### config.mk
export PLATFORM = sky130hd
export DESIGN_NAME = ext_event_scan
export DESIGN_NICKNAME = d
export VERILOG_FILES = /design/src/rtl/clk_sync.sv /design/src/rtl/input_debounce.sv /design/src/rtl/ext_event_scan.sv
export SDC_FILE = /design/constraint.sdc
export NUM_CORES = 1
export LEC_CHECK = 0
export ABC_CLOCK_PERIOD_IN_PS = 2600
export CAP_MARGIN = 20
export CELL_PAD_IN_SITES_DETAIL_PLACEMENT = 0
export CELL_PAD_IN_SITES_GLOBAL_PLACEMENT = 1
export CORE_MARGIN = 1.5
export CORE_UTILIZATION = 25
export CTS_BUF_LIST = sky130_fd_sc_hd__clkbuf_8
export DETAILED_ROUTE_END_ITERATION = 8
export DONT_BUFFER_PORTS = 1
export GPL_TIMING_DRIVEN = 1
export PLACE_DENSITY = 0.51
export SYNTH_ARGS = -nofsm -noshare
export SYNTH_HDL_FRONTEND = slang
export SYNTH_SLANG_ARGS = --single-unit
### constraint.sdc
create_clock -name i_clk -period 2.6 [get_ports i_clk]
set_input_delay 0.65 -clock i_clk [delete_from_list [all_inputs] [get_ports i_clk]]
set_output_delay 0.65 -clock i_clk [all_outputs]
set_load 0.02 [all_outputs]
### src/rtl/clk_sync.sv
// clk_sync: multi-flop level synchronizer for a single asynchronous input.
// Output is the input delayed by STAGES clock edges; all stages reset to 0.
module clk_sync #(
  parameter int unsigned STAGES = 3
) (
  input  logic i_clk,
  input  logic i_rst_n,
  input  logic i_d,
  output logic o_q
);

  logic [STAGES-1:0] sync_q, sync_d;

  // Shift the raw level in at bit 0 and towards the output bit.
  always_comb begin
    sync_d = {sync_q[STAGES-2:0], i_d};
  end

  // Synchronizer chain with asynchronous clear.
  always_ff @(posedge i_clk or negedge i_rst_n) begin
    if (!i_rst_n) begin
      sync_q <= '0;
    end else begin
      sync_q <= sync_d;
    end
  end

  assign o_q = sync_q[STAGES-1];

endmodule

### src/rtl/input_debounce.sv
// input_debounce: one channel of the scanner. Synchronizes the raw pin, then
// accepts a new level only after it has differed from the stable level for
// DEBOUNCE consecutive cycles. o_event is a combinational one-cycle pulse in
// the cycle the stable level flips; the new level is ~o_stable in that cycle.
module input_debounce #(
  parameter int unsigned STAGES   = 3,
  parameter int unsigned DEBOUNCE = 16,
  parameter int unsigned CNT_W    = 5
) (
  input  logic i_clk,
  input  logic i_rst_n,
  input  logic i_raw,
  output logic o_stable,
  output logic o_event
);

  logic             sync;
  logic [CNT_W-1:0] cnt_q, cnt_d;
  logic             stable_q, stable_d;

  clk_sync #(
    .STAGES (STAGES)
  ) u_sync (
    .i_clk   (i_clk),
    .i_rst_n (i_rst_n),
    .i_d     (i_raw),
    .o_q     (sync)
  );

  // Count disagreeing cycles; flip the stable level on the DEBOUNCE-th one.
  always_comb begin
    cnt_d    = cnt_q;
    stable_d = stable_q;
    o_event  = 1'b0;
    if (sync == stable_q) begin
      cnt_d = '0;
    end else if (cnt_q == CNT_W'(DEBOUNCE - 1)) begin
      stable_d = sync;
      cnt_d    = '0;
      o_event  = 1'b1;
    end else begin
      cnt_d = cnt_q + CNT_W'(1);
    end
  end

  // Debounce counter and stable level.
  always_ff @(posedge i_clk or negedge i_rst_n) begin
    if (!i_rst_n) begin
      cnt_q    <= '0;
      stable_q <= 1'b0;
    end else begin
      cnt_q    <= cnt_d;
      stable_q <= stable_d;
    end
  end

  assign o_stable = stable_q;

endmodule

### src/rtl/ext_event_scan.sv
// ext_event_scan: turns level changes on N external pins into a single
// valid/ready event stream. Each channel is debounced, queued in a one-deep
// pending slot (newest level wins, loss flagged in o_overrun), and a
// round-robin arbiter loads the registered output port.
module ext_event_scan #(
  parameter  int unsigned N        = 4,
  parameter  int unsigned STAGES   = 3,
  parameter  int unsigned DEBOUNCE = 16,
  localparam int unsigned CW       = (N > 1) ? $clog2(N) : 1
) (
  input  logic          i_clk,
  input  logic          i_rst_n,
  input  logic [N-1:0]  i_ext,
  output logic [N-1:0]  o_stable,
  output logic          o_valid,
  input  logic          i_ready,
  output logic [CW-1:0] o_chan,
  output logic          o_level,
  output logic [N-1:0]  o_overrun,
  input  logic [N-1:0]  i_ovr_clr
);

  localparam int unsigned CNT_W = $clog2(DEBOUNCE + 1);

  logic [N-1:0]  stable;
  logic [N-1:0]  evt;

  logic [N-1:0]  pend_q, pend_d;
  logic [N-1:0]  plev_q, plev_d;
  logic [N-1:0]  ovr_q, ovr_d;
  logic          valid_q, valid_d;
  logic [CW-1:0] chan_q, chan_d;
  logic          level_q, level_d;
  logic [CW-1:0] rr_q, rr_d;

  logic          slot_free;
  logic          grant;
  logic [CW-1:0] grant_idx;
  logic [CW-1:0] cand;
  int unsigned   idx;

  for (genvar g = 0; g < N; g++) begin : g_chan
    input_debounce #(
      .STAGES   (STAGES),
      .DEBOUNCE (DEBOUNCE),
      .CNT_W    (CNT_W)
    ) u_deb (
      .i_clk    (i_clk),
      .i_rst_n  (i_rst_n),
      .i_raw    (i_ext[g]),
      .o_stable (stable[g]),
      .o_event  (evt[g])
    );
  end

  // Round-robin pick: first pending channel at or after rr, when the slot frees.
  always_comb begin
    slot_free = !valid_q || i_ready;
    grant     = 1'b0;
    grant_idx = '0;
    idx       = 0;
    cand      = '0;
    for (int unsigned k = 0; k < N; k++) begin
      idx  = (32'(rr_q) + k) % N;
      cand = CW'(idx);
      if (slot_free && !grant && pend_q[cand]) begin
        grant     = 1'b1;
        grant_idx = cand;
      end
    end
  end

  // Pending slots, overrun flags and the output register next state.
  always_comb begin
    pend_d  = pend_q;
    plev_d  = plev_q;
    ovr_d   = ovr_q & ~i_ovr_clr;
    valid_d = valid_q;
    chan_d  = chan_q;
    level_d = level_q;
    rr_d    = rr_q;

    for (int unsigned ch = 0; ch < N; ch++) begin
      if (grant && grant_idx == CW'(ch)) begin
        pend_d[ch] = 1'b0;
      end
      if (evt[ch]) begin
        // An ungranted full slot gets overwritten: the older level is lost.
        if (pend_q[ch] && !(grant && grant_idx == CW'(ch))) begin
          ovr_d[ch] = 1'b1;
        end
        pend_d[ch] = 1'b1;
        // The event flips the stable level, so the new level is its complement.
        plev_d[ch] = ~stable[ch];
      end
    end

    if (slot_free) begin
      valid_d = grant;
      if (grant) begin
        chan_d  = grant_idx;
        level_d = plev_q[grant_idx];
        rr_d    = (grant_idx == CW'(N - 1)) ? '0 : grant_idx + CW'(1);
      end
    end
  end

  // State registers with asynchronous clear.
  always_ff @(posedge i_clk or negedge i_rst_n) begin
    if (!i_rst_n) begin
      pend_q  <= '0;
      plev_q  <= '0;
      ovr_q   <= '0;
      valid_q <= 1'b0;
      chan_q  <= '0;
      level_q <= 1'b0;
      rr_q    <= '0;
    end else begin
      pend_q  <= pend_d;
      plev_q  <= plev_d;
      ovr_q   <= ovr_d;
      valid_q <= valid_d;
      chan_q  <= chan_d;
      level_q <= level_d;
      rr_q    <= rr_d;
    end
  end

  assign o_stable  = stable;
  assign o_valid   = valid_q;
  assign o_chan    = chan_q;
  assign o_level   = level_q;
  assign o_overrun = ovr_q;

endmodule

==> parameters.txt <==
Parameter                              Value

Status
  Run status ... finished, final reports clean

GRT
  Global-route total usage across every layer ... 8.900%
  Number of antenna violations at the first check in global routing ... 0
  Maximum number of pins on one net before global-route repair ... 55
  Vias in the first global route ... 1406
  Wire length of the first global-routing pass ... 7010 um
  Overflow after GRT ... 0

Power and ir drop
  VDD IR max ... 0.2791 mV
  Gate power share ... 18.2%
  Part of the total power dissipated in the clock network ... ~29%
  Net switching power ... 0.5918 mW
  Power density over cell area ... roughly 780 mW/mm^2
  Sequential cell fraction of total power ... 53.0%
  Leakage dissipation ... 1.195 nW
  Internal power summed over all cells ... 1.356 mW
  Switching power share of the total ... 30.38%

Placed design
  PortBufs ... 0
  Gp weighted congestion ... 0.7327
  DP Wirelength ... 2771 um

Die
  I/O pin cnt ... 23
  Die Wd ... 99.20 um
  Initial Util ... 26.15%
  Number of core rows ... 34
  Die height ... about 100 um
  Std-Cell Core Area ... 0.008848 mm^2
  Die ar. ... 0.009840 mm^2

Clock network
  Clock tree from TritonCTS ... yes
  Post-cts hold buffer count ... 0
  Count of instances resized after the clock tree is built ... 0
  Worst-skew pair later-pin latency ... 300 ps
  Clock Tree Buf Depth ... 2
  CTS buffer count ... 5
  Clock-pin slew reported for the worst setup and hold paths after clock tree synthesis ... 100 ps
  Buffers inserted by post-CTS timing repair ... 0
  Root buffer cell ... clkbuf_8
  H-tree depth ... 2
  Clock sink count ... 54

Timing
  Worst slew slack as a fraction of its limit ... 53.21%
  Final setup violation count ... 0
  Pin slew with the least headroom to its limit ... about 700 ps
  Max frequency ... 497.8 MHz
  Final critical path time including I/O delays and setup ... 2009 ps
  Max Transition Viols Final ... 0
  Setup TNS ... 0 ps
  Unrepaired setup endpoints after global routing ... false
  Final worst path period share ... 77.27%
  Final worst clock skew ... 9.622 ps
  Number of failing hold endpoints at the final stage ... 0

Routing
  Total via count after detailed routing ... around 1400
  Number of iterations in the first detailed-routing pass ... 4
  Via-per-instance ratio ... 4.358
  # DRC ... 0
  Residual antenna-violating net count after detailed routing ... 0
  Detailed Route Iter0 Violations ... 50
  Overall routed net length ... 3995 um
  Average wire per cell in the routed design ... 12.89 um

Layout
  Layout Area Growth over Synthesis ... 8.545%
  Final-stage net count ... 220
  Final core occ ... between 20% and 30%
  Most common cell after layout, fill and taps aside ... dfrtp_1
  Number of diodes added for antenna fixing ... 0
  Commonest cells after routing, fill and taps aside ... dfrtp_1 (54), nand2_1 (26), nor2_1 (16)
  Share of final-layout standard cells stronger than drive strength 1 ... 10.40%

Setup path
  Setup CP Type ... flop to flop
  Critical Path Max Stage Delay ... 470 ps
  Required time of the worst setup path ... 2800 ps
  Kind of cell with the highest combined delay on the critical path ... flip-flops
  Startpoint kind of the worst setup timing path ... flop
  Worst r2r path cells ... 6
  Type of destination of the critical path ... flop
  Cell chain of the critical path ... and2b_1, nand3_1, o2111ai_1, inv_1, ha_1, mux2_2
  Worst path slowest cell ... dfrtp_1
  Critical path depth ... 6
  Worst reg-to-reg setup slack ... ~590 ps
  Arrival time worst endpoint ... 2210 ps
  Largest fanout on the critical path ... 7
  Buffer and inverter count on the worst path ... 1

Logic synthesis
  Synthesis warning total ... 0
  Number of nets produced by synthesis ... 219
  Cell types occupying the most area after synthesis ... dfrtp_1 (58%), xor2_1 (4.5%), ha_1 (4.3%), nand2_1 (4.2%), mux2_2 (2.9%)
  Library cell occupying the most area in the post-synthesis netlist ... dfrtp_1
  Sequential element share of the synthesized area ... between 50 and 60%
  Area share of the leading cell type in the synthesized netlist ... 58.41%
  Cell variety after synth ... 33
  Syn Inst Count ... 200
  Number of synthesized register bits ... 54
  Post-synthesis average cell area ... 11.57 um^2
  Netlist Area Pre-Place ... ~0.0023 mm^2

Min path
  Hold WC Path Type ... primary input to asynchronous set/reset pin

Run
  Maximum Capacitance Violations ... 0
-- cells in the mapped netlist --
cell       count
a2111oi_2      1
a211oi_4       1
a21o_1         1
a21oi_1        6
a32oi_1        1
and2_1         5
and2b_1        1
and3_1         4
buf_2          1
buf_4          5
buf_6          2
dfrtp_1       54
ha_1           8
inv_1         11
mux2_2         6
mux2i_1        1
nand2_1       26
nand2b_1       2
nand3_1       10
nand4bb_1      1
nor2_1        16
nor2b_1        1
nor2b_2        1
nor3_1         1
nor3b_2        1
nor3b_4        1
o2111ai_1      2
o211ai_1       1
o21ai_0        8
o22ai_1        4
o31ai_1        3
o41ai_2        2
xor2_1        12
-- power by group through the flow --
stage / registers [mW] / clock network (mW) / logic, mW
4_1_cts: 1.04 / 0.588 / 0.358
3_5_place_dp: 1.05 / 0 / 0.356
6_report: 1.03 / 0.560 / 0.355
5_1_grt: 1.05 / 0.624 / 0.410
3_3_place_gp: 1.05 / 0 / 0.360
2_1_floorplan: 1.01 / 0 / 0.315
-- through the flow --
step | setup WS (ps) | hold WS, ps | std cells | cell area, um^2 | power, mW
3_5_place_dp | 425.4 | 334.7 | 301 | 2391 | 1.408
4_1_cts | 561.5 | 7.535 | 309 | 2501 | 1.982
3_3_place_gp | 457.8 | 332.6 | 301 | 2391 | 1.412
5_1_grt | 409.7 | 5.602 | 310 | 2511 | 2.080
2_1_floorplan | 668.9 | 331.2 | 200 | 2313 | 1.327
6_report | 591.1 | 31.39 | 310 | 2511 | 1.948
-- logic make-up after synthesis --
logic type      after synthesis  synth area share [%]
compound gates               30                 9.789
xor+xnor                     12                 4.543
fa+ha+maj                     8                 4.327
buf+inv                      19                 4.597
flops                        54                 58.41
mux                           7                 3.353
simple gates                 70                 14.98
-- final timing paths --
check                                                      start                          endpoint
worst min-delay path                                     i_rst_n                      o_overrun[2]
min in group i_clk              g_chan[1].u_deb.u_sync.sync_q[1]  g_chan[1].u_deb.u_sync.sync_q[2]
max in group asynchronous                                i_rst_n                         pend_q[0]
worst max-delay path                                   pend_q[3]                           rr_q[1]
worst min register to register  g_chan[1].u_deb.u_sync.sync_q[1]  g_chan[1].u_deb.u_sync.sync_q[2]
worst max register to register                         pend_q[3]                           rr_q[1]
-- layout make-up --
class                   count  area, um^2
well taps                 108       135.1
flip-flops and latches     54        1351
fillers                   924        6337
clock inverters             3       41.29
repair buffers              2       17.52
clock buffers               5       68.82
multi-input cells         127       855.8
inverters                  11       41.29
-- sequential cells by signal, indices dropped and copies added, names as in the netlist --
| register | flops |
|---|---|
| g_chan.u_deb.cnt_q | 20 |
| o_valid | 1 |
| g_chan.u_deb.u_sync.sync_q | 12 |
| g_chan.u_deb.o_stable | 4 |
| rr_q | 2 |
| o_overrun | 4 |
| plev_q | 4 |
| o_chan | 2 |
| o_level | 1 |
| pend_q | 4 |
-- layer usage --
| layer | share of wire, % | routed length, um | up-vias | GRT usage, % |
|---|---|---|---|---|
| met2 | 45 | 1814 | 12 | 13.79 |
| met4 | 1.2 | 47 | 0 | 2.925 |
| met5 | 0 | 0 | - | 0 |
| met3 | 4.3 | 173 | 5 | 2.811 |
| li1 | - | - | 670 | - |
| met1 | 49 | 1959 | 664 | 11.88 |
-- worst reg2reg max path, delay by kind of cell, from the launching register on --
kind                     cells  cell delay [ps]
adder cells (fa/ha/maj)      1              290
buffers and inverters        1              140
AO/OA/AOI/OAI                1              310
multiplexers                 1              250
AND/OR/NAND/NOR              2              440
flip-flops                   1              470
No activity file was read; power rests on OpenSTA's default activity.
